===== src/rtl/ahb_pkg.sv =====
// Shared AHB-Lite constants and controller state encoding.
package ahb_pkg;

  localparam logic [1:0] HTRANS_IDLE   = 2'b00;
  localparam logic [1:0] HTRANS_BUSY   = 2'b01;
  localparam logic [1:0] HTRANS_NONSEQ = 2'b10;
  localparam logic [1:0] HTRANS_SEQ    = 2'b11;

  localparam logic [2:0] HSIZE_BYTE  = 3'd0;
  localparam logic [2:0] HSIZE_HALF  = 3'd1;
  localparam logic [2:0] HSIZE_WORD  = 3'd2;
  localparam logic [2:0] HSIZE_DWORD = 3'd3;

  localparam logic HRESP_OKAY  = 1'b0;
  localparam logic HRESP_ERROR = 1'b1;

  typedef enum logic [1:0] {
    IDLE = 2'd0,
    DATA = 2'd1,
    ERR1 = 2'd2,
    ERR2 = 2'd3
  } state_t;

endpackage


===== src/rtl/ahb_strb_gen.sv =====
// Byte-lane strobes plus alignment and size checks for one address phase.
module ahb_strb_gen #(
  parameter int DATA_W = 32,
  parameter int STRB_W = DATA_W / 8,
  parameter int LANE_W = $clog2(DATA_W / 8)
) (
  input  logic [LANE_W-1:0] addr_lo,
  input  logic [2:0]        size,
  output logic [STRB_W-1:0] strb,
  output logic              misaligned,
  output logic              oversize
);

  logic [31:0] off;
  logic [31:0] nbytes;

  always_comb begin
    off        = {{(32-LANE_W){1'b0}}, addr_lo};
    nbytes     = 32'd1 << size;
    misaligned = (off & (nbytes - 32'd1)) != 32'd0;
    oversize   = (nbytes << 3) > 32'(DATA_W);
    strb       = '0;
    for (int i = 0; i < STRB_W; i++) begin
      strb[i] = (32'(i) >= off) && (32'(i) < off + nbytes);
    end
  end

endmodule


===== src/rtl/ahb_slave_ctrl_v2.sv =====
// AHB-Lite slave front end: address-phase capture, wait/timeout FSM,
// two-cycle ERROR response and register-file handshake.
module ahb_slave_ctrl_v2
  import ahb_pkg::*;
#(
  parameter int DATA_W   = 32,
  parameter int ADDR_W   = 32,
  parameter int MAX_WAIT = 15
) (
  input  logic                HCLK,
  input  logic                HRESETn,
  input  logic                HSEL,
  input  logic [ADDR_W-1:0]   HADDR,
  input  logic [1:0]          HTRANS,
  input  logic                HWRITE,
  input  logic [2:0]          HSIZE,
  input  logic [DATA_W-1:0]   HWDATA,
  input  logic                HREADY,
  output logic                HREADYOUT,
  output logic                HRESP,
  output logic [DATA_W-1:0]   HRDATA,
  output logic                reg_valid,
  output logic                reg_write,
  output logic [ADDR_W-1:0]   reg_addr,
  output logic [2:0]          reg_size,
  output logic [DATA_W/8-1:0] reg_strb,
  output logic [DATA_W-1:0]   reg_wdata,
  input  logic [DATA_W-1:0]   reg_rdata,
  input  logic                reg_ready,
  input  logic                reg_error
);

  localparam int STRB_W = DATA_W / 8;
  localparam int LANE_W = $clog2(STRB_W);
  localparam int CNT_W  = $clog2(MAX_WAIT + 1);
  localparam logic [CNT_W-1:0] WAIT_LAST = CNT_W'(MAX_WAIT - 1);

  state_t            state, state_nx;
  logic [CNT_W-1:0]  wait_cnt;
  logic [STRB_W-1:0] strb_nx;
  logic              misaligned, oversize;
  logic              sel, ok_done, can_accept;
  logic              accept, dec_err;

  ahb_strb_gen #(
    .DATA_W (DATA_W)
  ) u_strb (
    .addr_lo    (HADDR[LANE_W-1:0]),
    .size       (HSIZE),
    .strb       (strb_nx),
    .misaligned (misaligned),
    .oversize   (oversize)
  );

  assign sel = HSEL & HREADY &
               ((HTRANS == HTRANS_NONSEQ) | (HTRANS == HTRANS_SEQ));
  assign ok_done    = (state == DATA) & reg_ready & ~reg_error;
  assign can_accept = (state == IDLE) | (state == ERR2) | ok_done;
  assign accept     = can_accept & sel;
  assign dec_err    = misaligned | oversize;

  assign reg_valid = (state == DATA);
  assign reg_wdata = reg_valid ? HWDATA : '0;
  assign HRDATA    = (ok_done & ~reg_write) ? reg_rdata : '0;

  always_comb begin
    state_nx  = state;
    HREADYOUT = 1'b1;
    HRESP     = HRESP_OKAY;
    unique case (state)
      IDLE, ERR2: begin
        if (state == ERR2) HRESP = HRESP_ERROR;
        if (accept) state_nx = dec_err ? ERR1 : DATA;
        else        state_nx = IDLE;
      end
      DATA: begin
        HREADYOUT = ok_done;
        if (reg_ready) begin
          if (reg_error)   state_nx = ERR1;
          else if (accept) state_nx = dec_err ? ERR1 : DATA;
          else             state_nx = IDLE;
        end else if (wait_cnt == WAIT_LAST) begin
          state_nx = ERR1;
        end
      end
      ERR1: begin
        HREADYOUT = 1'b0;
        HRESP     = HRESP_ERROR;
        state_nx  = ERR2;
      end
      default: state_nx = IDLE;
    endcase
  end

  always_ff @(posedge HCLK or negedge HRESETn) begin
    if (!HRESETn) begin
      state    <= IDLE;
      wait_cnt <= '0;
    end else begin
      state <= state_nx;
      if (accept)
        wait_cnt <= '0;
      else if (reg_valid & ~reg_ready)
        wait_cnt <= wait_cnt + CNT_W'(1);
    end
  end

  // Decode-error phases never reach the register file, so keep the old bundle.
  always_ff @(posedge HCLK or negedge HRESETn) begin
    if (!HRESETn) begin
      reg_write <= 1'b0;
      reg_addr  <= '0;
      reg_size  <= '0;
      reg_strb  <= '0;
    end else if (accept & ~dec_err) begin
      reg_write <= HWRITE;
      reg_addr  <= HADDR;
      reg_size  <= HSIZE;
      reg_strb  <= strb_nx;
    end
  end

endmodule

===== config.mk =====
export PLATFORM = sky130hd
export DESIGN_NAME = ahb_slave_ctrl_v2
export DESIGN_NICKNAME = d
export VERILOG_FILES = /design/src/rtl/ahb_pkg.sv /design/src/rtl/ahb_strb_gen.sv /design/src/rtl/ahb_slave_ctrl_v2.sv
export SDC_FILE = /design/constraint.sdc
export NUM_CORES = 1
export LEC_CHECK = 0
export ABC_AREA = 1
export CORE_MARGIN = 10
export CORE_UTILIZATION = 38
export DETAILED_ROUTE_END_ITERATION = 12
export GPL_ROUTABILITY_DRIVEN = 0
export GPL_TIMING_DRIVEN = 0
export PLACE_DENSITY = 0.92
export SYNTH_ARGS = -nofsm -noshare
export SYNTH_HDL_FRONTEND = slang
export SYNTH_SLANG_ARGS = --single-unit

===== constraint.sdc =====
create_clock -name HCLK -period 4.9 [get_ports HCLK]
set_input_delay 0.735 -clock HCLK [delete_from_list [all_inputs] [get_ports HCLK]]
set_output_delay 0.735 -clock HCLK [all_outputs]
set_load 0.03 [all_outputs]

==> impl_metrics.toml <==
[clock_network]
h-tree-depth = 2
clk_latency_ps = 300
post_cts_buffers = 0
cts_hold_buf = 0
cts_tree = "built"
clockBufferDepth = 2
cts_resized = 0
cts.sinks = 46
cts-root-buf = "clkbuf_8"
cts.reportedPaths.clkPinSlew_ps = 90
numCtsBuffers = 5

[final_layout]
n_antenna_cell = 0
area_delta_synth_final_pct = 80.8
fill_cells = 593
multi_input_area_um2 = 1320
fin_cells = 718
final-seq-area_um2 = 1150
drive_gt1_share_pct = 11.0
nets = 734
fin_util_pct = 69.8

[critical_path]
r2r-end = "reg_addr[17]"
critical_path_class = "input port to primary output"
crit_family = "buffers and inverters"
end_kind = "primary output"
path_cells = "clkdlybuf4s50_1 > nand3_2 > or2_1 > buf_6 > buf_8 > nor2_4 > clkdlybuf4s50_1"
cpMostUsedCell = "clkdlybuf4s50_1"
startpoint_type = "input port"
max_stage_delay_ps = 720
critPathRequiredTime_ps = 4160
crit_arrival_ps = 2730
worstPathMaxFanout = 10
r2r-start = "state[1]"
critPathBufInv = 4
reg2reg_depth = 11
r2r_slack_ps = 3220
critPathSlowestCell = "clkdlybuf4s50_1"

[sta]
skew_ps = 9.73
hold_viol = 0
maxSlewHeadroom_pct = 65.5
finalMaxSlewViolations = 0
fmax_mhz = 288
period_needed_ps = 3470
worstMarginPinSlew_ps = 517
rsz0062_at_grt = "no"
tns_ps = 0
setup_viol = 0
period_share_pct = 70.8

[route]
drc = 0
wl_met1_um = 4230
vias = 3155
drtPass1Iterations = 4
route.met2.wl_um = 5890
via_per_inst = 4.39
drtAntennaViolNets = 0
wl_met3_um = 1090
drt-initial-drc-count = 115
top_layer = "met4"
totalWireLength_um = 11500
wire_per_inst_um = 16.0

[floorplan]
die_area_um2 = 11700
row_count = 32
die_width_um = 108
coreArea_um2 = 7650
start_util_pct = 38.6
die_h_um = 108
io_pins = 215

[power]
cellLeakagePower_uw = 0.00277
power_uw = 2310
ir_drop_mv = 0.364
power_density_nw_per_um2 = 432

[placed_design]
place_inst = 710
dpl.hpwl_um = 9940
io_buffers = 213

[yosys]
syn_area_per_cell_um2 = 7.49
synth_common_cells = "nand2_1 (159), inv_1 (85), dfrtp_1 (46), nor2_4 (20), nor2_1 (13)"
synthFlopType = "dfrtp_1"
yosys.area.top_type = "dfrtp_1"
synthCells = 394
syn-num-nets = 513
synth_seq_area_share_pct = 39.0
yosysWarnings = 0
yosysMostFrequentCell = "nand2_1"
synthArstFlopShare_pct = 100
synth_top_cells_by_area = "dfrtp_1 (39%), nand2_1 (20%), inv_1 (11%)"
synthDistinctLibCells = 28
syn_area_um2 = 2950
synth_edf_count = 0
synth_seq_cells = 46
yosys.area.top_type_share_pct = 39.0

[job]
cap_violations = 0

[grt]
grt_pass1_wl_um = 17400
grt_overflow_total = 0
grt_pass1_vias = 3255
grt_start_max_net_pins = 27
grt_usage_pct = 18.7
antenna_found_initial = 0

[worst_hold_path]
hold_path.class = "input port to asynchronous set/reset pin"

[outcome]
status = "finished, final reports clean"
-- layout by cell type (no fill, tap or decap), types with 3 or more instances in the layout --
cell	synthesis	layout
buf_6	9	9
clkbuf_1	3	4
clkbuf_8	0	5
clkdlybuf4s50_1	0	212
dfrtp_1	46	46
ha_1	10	10
inv_1	85	85
nand2_1	159	159
nand3_1	9	9
nor2_1	13	13
nor2_2	11	11
nor2_4	20	20
o21ai_0	3	3
o21ai_2	4	4
-- layout make-up --
cell class | count | share of cell area (%)
Tap cell | 102 | 2.39
Buffer | 15 | 2.81
Sequential cell | 46 | 21.6
Timing Repair Buffer | 214 | 40.2
Multi-Input combinational cell | 245 | 24.7
Clock buffer | 6 | 1.36
Clock inverter | 2 | 0.703
Inverter | 88 | 6.24
-- registers in the layout, indices dropped and copies added (netlist names) --
name and flops:
reg_addr 32, reg_size 3, reg_strb 4, reg_write 1, state 2, wait_cnt 4
-- how the worst max path moves through the flow --
stage                          from          to  slack, ps  cells after the start
after global routing      reg_ready  HRDATA[20]       1360                      7
final                     reg_ready  HRDATA[20]       1430                      7
after floorplan            state[1]  HRDATA[21]       2310                      8
after CTS                 reg_ready  HRDATA[20]       1410                      7
after global placement    reg_ready  HRDATA[20]       1440                      7
after detailed placement  reg_ready  HRDATA[20]       1420                      7
-- per-stage QoR --
| step | setup slack [ps] | hold WS [ps] | cell area, um2 |
|---|---|---|---|
| 2_1_floorplan | 2310 | 439 | 2950 |
| 3_3_place_gp | 1440 | 454 | 5210 |
| 3_5_place_dp | 1420 | 461 | 5230 |
| 4_1_cts | 1410 | 407 | 5340 |
| 5_1_grt | 1360 | 429 | 5340 |
| 6_report | 1430 | 401 | 5340 |
-- report_power, final --
group / switching, uW / leakage [uW] / internal, uW
registers: 91.7 / 0.000606 / 525
clock network: 129 / 0.0000514 / 152
logic: 832 / 0.00211 / 575
total: 1050 / 0.00277 / 1250
-- metal layers --
layer	up-vias	GRT usage, %
met4	0	5.44
met5	-	0
li1	1557	-
met1	1439	18.7
met3	20	6.72
met2	139	35.3
-- kinds of logic after synthesis --
family | count (synthesis) | share of synthesized area, %
xor+xnor | 2 | 0.594
compound gates | 10 | 2.33
fa+ha+maj | 11 | 4.92
buf+inv | 103 | 16.4
simple gates | 222 | 36.8
flops | 46 | 39.0
Note: power is estimated with default switching activity, not from simulation.
